<file path="src/rtl/bus_datos_uaz8.sv">
// bus_datos_uaz8 - data-side bus unit for the 8-bit UAZ microcontroller.
// Decodes the 256-byte data space into a synchronous RAM (0x00..RAM_TOP)
// and an I/O page at 0xF0..0xFF with a GPIO output register, a synchronised
// GPIO input and an optional prescaled compare timer.
// Optional feature macro: BUS_DATOS_TIMER_EN builds the timer at 0xF2..0xF6;
// without it those addresses are reserved and o_Irq_Timer is tied low.

module bus_datos_uaz8 #(
    parameter logic [7:0] RAM_TOP = 8'hEF
) (
    input  logic       i_Clk,
    input  logic       i_Rst,
    input  logic [7:0] i_Addres_Data_Bus,
    input  logic [7:0] i_DataOut_Bus,
    input  logic       i_RW,
    output logic [7:0] o_Dato_Bus,
    input  logic [7:0] i_Gpio,
    output logic [7:0] o_Gpio,
    output logic       o_Irq_Timer
);

    localparam logic [7:0] ADDR_GPIO_OUT  = 8'hF0;
    localparam logic [7:0] ADDR_GPIO_IN   = 8'hF1;
    localparam logic [7:0] ADDR_TMR_CTRL  = 8'hF2;
    localparam logic [7:0] ADDR_TMR_PRESC = 8'hF3;
    localparam logic [7:0] ADDR_TMR_CMP   = 8'hF4;
    localparam logic [7:0] ADDR_TMR_CNT   = 8'hF5;
    localparam logic [7:0] ADDR_TMR_STAT  = 8'hF6;

    logic [7:0] ram_mem [0:RAM_TOP];
    logic [7:0] gpio_out;
    logic [7:0] gpio_sync1;
    logic [7:0] gpio_sync2;
    logic [7:0] read_data;
    logic       io_sel;
    logic       ram_sel;

    // The I/O page always owns 0xF0..0xFF, even if RAM_TOP is set higher.
    assign io_sel  = (i_Addres_Data_Bus[7:4] == 4'hF);
    assign ram_sel = !io_sel && (i_Addres_Data_Bus <= RAM_TOP);

`ifdef BUS_DATOS_TIMER_EN
    logic       tmr_en;
    logic       tmr_auto;
    logic [7:0] tmr_presc;
    logic [7:0] tmr_cmp;
    logic [7:0] tmr_cnt;
    logic       tmr_match;
    logic [7:0] presc_cnt;
    logic       tmr_tick;
    logic       wr_ctrl;
    logic       wr_presc;
    logic       wr_cmp;
    logic       wr_cnt;
    logic       wr_stat;

    assign tmr_tick = tmr_en && (presc_cnt == tmr_presc);
    assign wr_ctrl  = i_RW && (i_Addres_Data_Bus == ADDR_TMR_CTRL);
    assign wr_presc = i_RW && (i_Addres_Data_Bus == ADDR_TMR_PRESC);
    assign wr_cmp   = i_RW && (i_Addres_Data_Bus == ADDR_TMR_CMP);
    assign wr_cnt   = i_RW && (i_Addres_Data_Bus == ADDR_TMR_CNT);
    assign wr_stat  = i_RW && (i_Addres_Data_Bus == ADDR_TMR_STAT);

    // Timer state; later assignments override earlier ones, so CPU writes beat ticks and a tick's MATCH set beats W1C.
    always_ff @(posedge i_Clk) begin
        if (i_Rst) begin
            tmr_en    <= 1'b0;
            tmr_auto  <= 1'b0;
            tmr_presc <= 8'h00;
            tmr_cmp   <= 8'h00;
            tmr_cnt   <= 8'h00;
            tmr_match <= 1'b0;
            presc_cnt <= 8'h00;
        end else begin
            if (wr_stat && i_DataOut_Bus[0]) begin
                tmr_match <= 1'b0;
            end
            if (tmr_en) begin
                if (presc_cnt == tmr_presc) begin
                    presc_cnt <= 8'h00;
                end else begin
                    presc_cnt <= presc_cnt + 8'd1;
                end
            end
            if (tmr_tick) begin
                if (tmr_cnt == tmr_cmp) begin
                    tmr_match <= 1'b1;
                    if (tmr_auto) begin
                        tmr_cnt <= 8'h00;
                    end else begin
                        tmr_en <= 1'b0;
                    end
                end else begin
                    tmr_cnt <= tmr_cnt + 8'd1;
                end
            end
            if (wr_ctrl) begin
                tmr_en   <= i_DataOut_Bus[0];
                tmr_auto <= i_DataOut_Bus[1];
                if (!i_DataOut_Bus[0]) begin
                    presc_cnt <= 8'h00;
                end
            end
            if (wr_presc) begin
                tmr_presc <= i_DataOut_Bus;
            end
            if (wr_cmp) begin
                tmr_cmp <= i_DataOut_Bus;
            end
            if (wr_cnt) begin
                tmr_cnt <= i_DataOut_Bus;
            end
        end
    end

    assign o_Irq_Timer = tmr_match;
`else
    assign o_Irq_Timer = 1'b0;
`endif

    // RAM write port; contents are deliberately left unreset.
    always_ff @(posedge i_Clk) begin
        if (i_RW && ram_sel) begin
            ram_mem[i_Addres_Data_Bus] <= i_DataOut_Bus;
        end
    end

    // GPIO output register and two-stage input synchroniser.
    always_ff @(posedge i_Clk) begin
        if (i_Rst) begin
            gpio_out   <= 8'h00;
            gpio_sync1 <= 8'h00;
            gpio_sync2 <= 8'h00;
        end else begin
            gpio_sync1 <= i_Gpio;
            gpio_sync2 <= gpio_sync1;
            if (i_RW && (i_Addres_Data_Bus == ADDR_GPIO_OUT)) begin
                gpio_out <= i_DataOut_Bus;
            end
        end
    end

    // Read mux built from pre-edge state, which gives read-before-write.
    always_comb begin
        read_data = 8'h00;
        if (io_sel) begin
            case (i_Addres_Data_Bus)
                ADDR_GPIO_OUT:  read_data = gpio_out;
                ADDR_GPIO_IN:   read_data = gpio_sync2;
`ifdef BUS_DATOS_TIMER_EN
                ADDR_TMR_CTRL:  read_data = {6'b000000, tmr_auto, tmr_en};
                ADDR_TMR_PRESC: read_data = tmr_presc;
                ADDR_TMR_CMP:   read_data = tmr_cmp;
                ADDR_TMR_CNT:   read_data = tmr_cnt;
                ADDR_TMR_STAT:  read_data = {7'b0000000, tmr_match};
`endif
                default:        read_data = 8'h00;
            endcase
        end else if (ram_sel) begin
            read_data = ram_mem[i_Addres_Data_Bus];
        end
    end

    // Registered read data returned to the CPU one cycle after the address.
    always_ff @(posedge i_Clk) begin
        if (i_Rst) begin
            o_Dato_Bus <= 8'h00;
        end else begin
            o_Dato_Bus <= read_data;
        end
    end

    assign o_Gpio = gpio_out;

endmodule
</file>
<file path="config.mk">
export PLATFORM = sky130hd
export DESIGN_NAME = bus_datos_uaz8
export DESIGN_NICKNAME = d
export VERILOG_FILES = /design/src/rtl/bus_datos_uaz8.sv
export SDC_FILE = /design/constraint.sdc
export NUM_CORES = 2
export LEC_CHECK = 0
export CAP_MARGIN = 10
export CORE_MARGIN = 5
export CORE_UTILIZATION = 50
export CTS_BUF_LIST = sky130_fd_sc_hd__clkbuf_8 sky130_fd_sc_hd__clkbuf_16
export DETAILED_ROUTE_END_ITERATION = 6
export PLACE_DENSITY = 0.75
export SLEW_MARGIN = 30
export SYNTH_ARGS = -nofsm -noshare
export SYNTH_HDL_FRONTEND = slang
export SYNTH_SLANG_ARGS = --single-unit
</file>
<file path="constraint.sdc">
create_clock -name i_Clk -period 3.44 [get_ports i_Clk]
set_input_delay 0.688 -clock i_Clk [delete_from_list [all_inputs] [get_ports i_Clk]]
set_output_delay 0.688 -clock i_Clk [all_outputs]
set_load 0.01 [all_outputs]
</file>
==> impl_metrics.ini <==
[clock_network]
cts_buffers = 187
postCtsSetupBuffers = 0
clkLatencyLatePin_ps = 830
ctsResizeCount = 0
cts_tree = yes
cts_hold_buf = 0
htreeDepth = 4
cts_sinks = 1952
clk_pin_slew_ps = 60
root_buffer = clkbuf_16
ctsLongestPathBuffers = 3

[setup_path]
timing.rr.start = ram_mem[176][1]$_DFFE_PP_
end_kind = flop
cp-start-kind = input port
crit_path_max_fanout = 7
r2r_cells = 9
critPathLaunch = i_Addres_Data_Bus[4]
critical_path_class = input port to flop
worst-r2r-setup-slack_ps = 470
arrival_ps = 4060
worstPathRequired_ps = 4160

[synth]
synth_simple_gate_area_share_pct = 3.56
synth_top_family_by_area = multiplexers
synth_edf_count = 1920
post_synth_xor_area_fraction_pct = 0
synth_adder_area_share_pct = 0
ys.flop_type = edfxtp_1
syn-instance-count = 3700
synth_compound_area_share_pct = 2.63
yosysSeqAreaShare_pct = 76.7
syn_area_per_cell_um2 = 20.5
async_reset_ff_share_pct = 0
ys_types = 66
syn_nets = 3727
syn_area_um2 = 76000
synth.ff_latch_count = 1952
yosysWarnings = 0
synthMuxAreaShare_pct = 15.4

[detailed_routing]
drc = 2
routed_wl_um = 206000
num_vias = 41700
drtPass1Iterations = 7
first_iter_violations = 6386
wl_per_cell_um = 31.4
avgViaCountPerCell = 6.37
antenna_left = 0

[grt]
grt_antenna_before_repair = 13
grt_pass1_vias = 41300
grt_usage_pct = 25.9
grt_overflow = 0
grt_pass1_wl_um = 296000
grt_max_degree = 113

[timing]
worst_pin_slew_ps = 867
fmax_ghz = 0.300
setup_violations = 0
fin_crit_sh_pct = 96.9
maxSlewHeadroom_pct = 42.2
fin_worst_skew_ps = 32.2
setup_tns_ps = 0
maxSlewViolCount = 0
rsz0062_at_grt = false
hold_slack_ps = 269
period_needed_ps = 3330
finalHoldViolCount = 0

[die]
dieWidth_um = 400
rows = 143
die_h_um = 400
pin_count = 44
die_area_um2 = 160000
initial_core_util_pct = 50.2
fp.coreArea_um2 = 152000

[pwr]
p_per_area_nw_per_um2 = 542
total_leakage_power_nw = 29.5
ir_worst_vdd_mv = 0.525

[placed_design]
port_buffers = 42
dp_hpwl_um = 132000
dp.cells = 6184
routabilityCongestion = 0.928

[layout]
fin_cells = 6540
synthToLayoutAreaGrowth_pct = 17.4
drive_gt1_share_pct = 30.6
nNetsFinal = 4372

[min_path]
hold_depth = 1
hp-start = i_DataOut_Bus[7]
hp-class = input port to flop

[outcome]
violations = design-rule violations
status = finished, violations left

[flow_run]
max_cap_violations = 0
[per-layer routing]
layer	vias to the layer above	wire (um)	share of wire (%)	global-route usage [%]
met5	-	84	0.041	0
met3	549	26200	13	7.28
met4	8	9810	4.8	10.6
met1	21400	74100	36	35.5
li1	16600	-	-	-
met2	3116	95400	46	39.7
[layout make-up]
| class | instances | area, um^2 |
|---|---|---|
| fill | 10500 | 62300 |
| sequential | 1952 | 58300 |
| multi-input combinational | 1509 | 16500 |
| timing repair buffer | 689 | 6120 |
| clock buffer | 189 | 4730 |
| tap | 2030 | 2540 |
| clock inverter | 159 | 1050 |
| inverter | 6 | 27.5 |
| antenna | 6 | 15.0 |
[placed cells by master, fill, tap and decap left out, types with 12 or more instances in the layout]
| cell type | netlist | routed |
|---|---|---|
| o22ai_1 | 12 | 12 |
| buf_12 | 0 | 67 |
| nand2_1 | 134 | 134 |
| a22oi_1 | 66 | 66 |
| nor3_1 | 26 | 26 |
| nor2b_1 | 34 | 31 |
| mux2i_1 | 187 | 187 |
| clkbuf_16 | 0 | 189 |
| a21oi_1 | 34 | 34 |
| mux4_2 | 427 | 427 |
| buf_4 | 39 | 578 |
| o21ai_0 | 37 | 37 |
| dfxtp_1 | 32 | 32 |
| a211oi_1 | 19 | 19 |
| nand3_1 | 41 | 41 |
| clkinv_1 | 1 | 45 |
| edfxtp_1 | 1920 | 1920 |
| inv_1 | 4 | 51 |
| clkdlybuf4s50_1 | 0 | 28 |
| nand2b_1 | 13 | 13 |
| nand4_1 | 18 | 18 |
| a221oi_1 | 25 | 25 |
| a32oi_1 | 12 | 12 |
| clkinv_2 | 0 | 36 |
| mux2_2 | 17 | 17 |
| nor2_1 | 275 | 273 |
[cell families after synthesis]
logic type / count (synthesis)
other: 1
buffers and inverters: 239
DFF: 1952
AOI/OAI and AO/OA: 277
muxes: 632
and+or+nand+nor: 599
[worst paths after layout]
check / endpoint
setup reg to reg: o_Dato_Bus[1]$_SDFF_PP0_
setup / recovery: o_Dato_Bus[0]$_SDFF_PP0_
hold / removal: ram_mem[114][7]$_DFFE_PP_
hold reg to reg: gpio_sync2[5]$_SDFF_PP0_
[per-stage QoR]
stage                     area, um^2  total power [mW]  setup slack (ps)  utilization (%)
after detailed placement       83400              29.4              -391             55.1
final                          89200              48.3               106             58.9
after floorplan                76000              28.0               290                -
after global placement         83400              29.4              -401             55.0
after CTS                      89200              48.5               411             58.9
after global routing           89200              49.7               275             58.9
[synth_stat cells (10+ instances only)]
library cell	count	area, um^2
buf_2	46	230
nand2b_1	13	81.3
clkbuf_1	109	409
buf_1	13	48.8
a32oi_1	12	105
buf_6	26	293
nor2_1	275	1030
nor4_1	11	68.8
buf_4	39	293
nand2_1	134	503
o22ai_1	12	75.1
edfxtp_1	1920	57700
a221oi_1	25	219
nor3_1	26	130
a22oi_1	66	495
o211ai_1	10	75.1
a211oi_1	19	143
o21ai_0	37	185
nand3_1	41	205
mux4_2	427	9620
mux2_2	17	191
nor2b_1	34	213
nand4_1	18	113
dfxtp_1	32	641
a21oi_1	34	170
mux2i_1	187	1870
[registers in the layout, summed over array words and instances, names as in the netlist]
register    cells
o_Gpio          8
gpio_sync2      8
ram_mem      1920
o_Dato_Bus      8
gpio_sync1      8
[where the power goes]
part / switching [mW] / internal (mW) / leakage [nW]
sequential: 0.0390 / 26.2 / 17.5
clock: 8.75 / 10.6 / 3.01
combinational: 1.70 / 1.07 / 8.95
total: 10.5 / 37.8 / 29.5
[critical path: stages]
cell,delay (ps)
buf_2,170
nor2b_1,690
buf_4,260
nand2_1,300
a2111oi_0,450
a21boi_0,460
buf_4,200
nor4_1,50
buf_4,170
and4_1,260
o32ai_1,320
(Power assumes the default switching activity.)
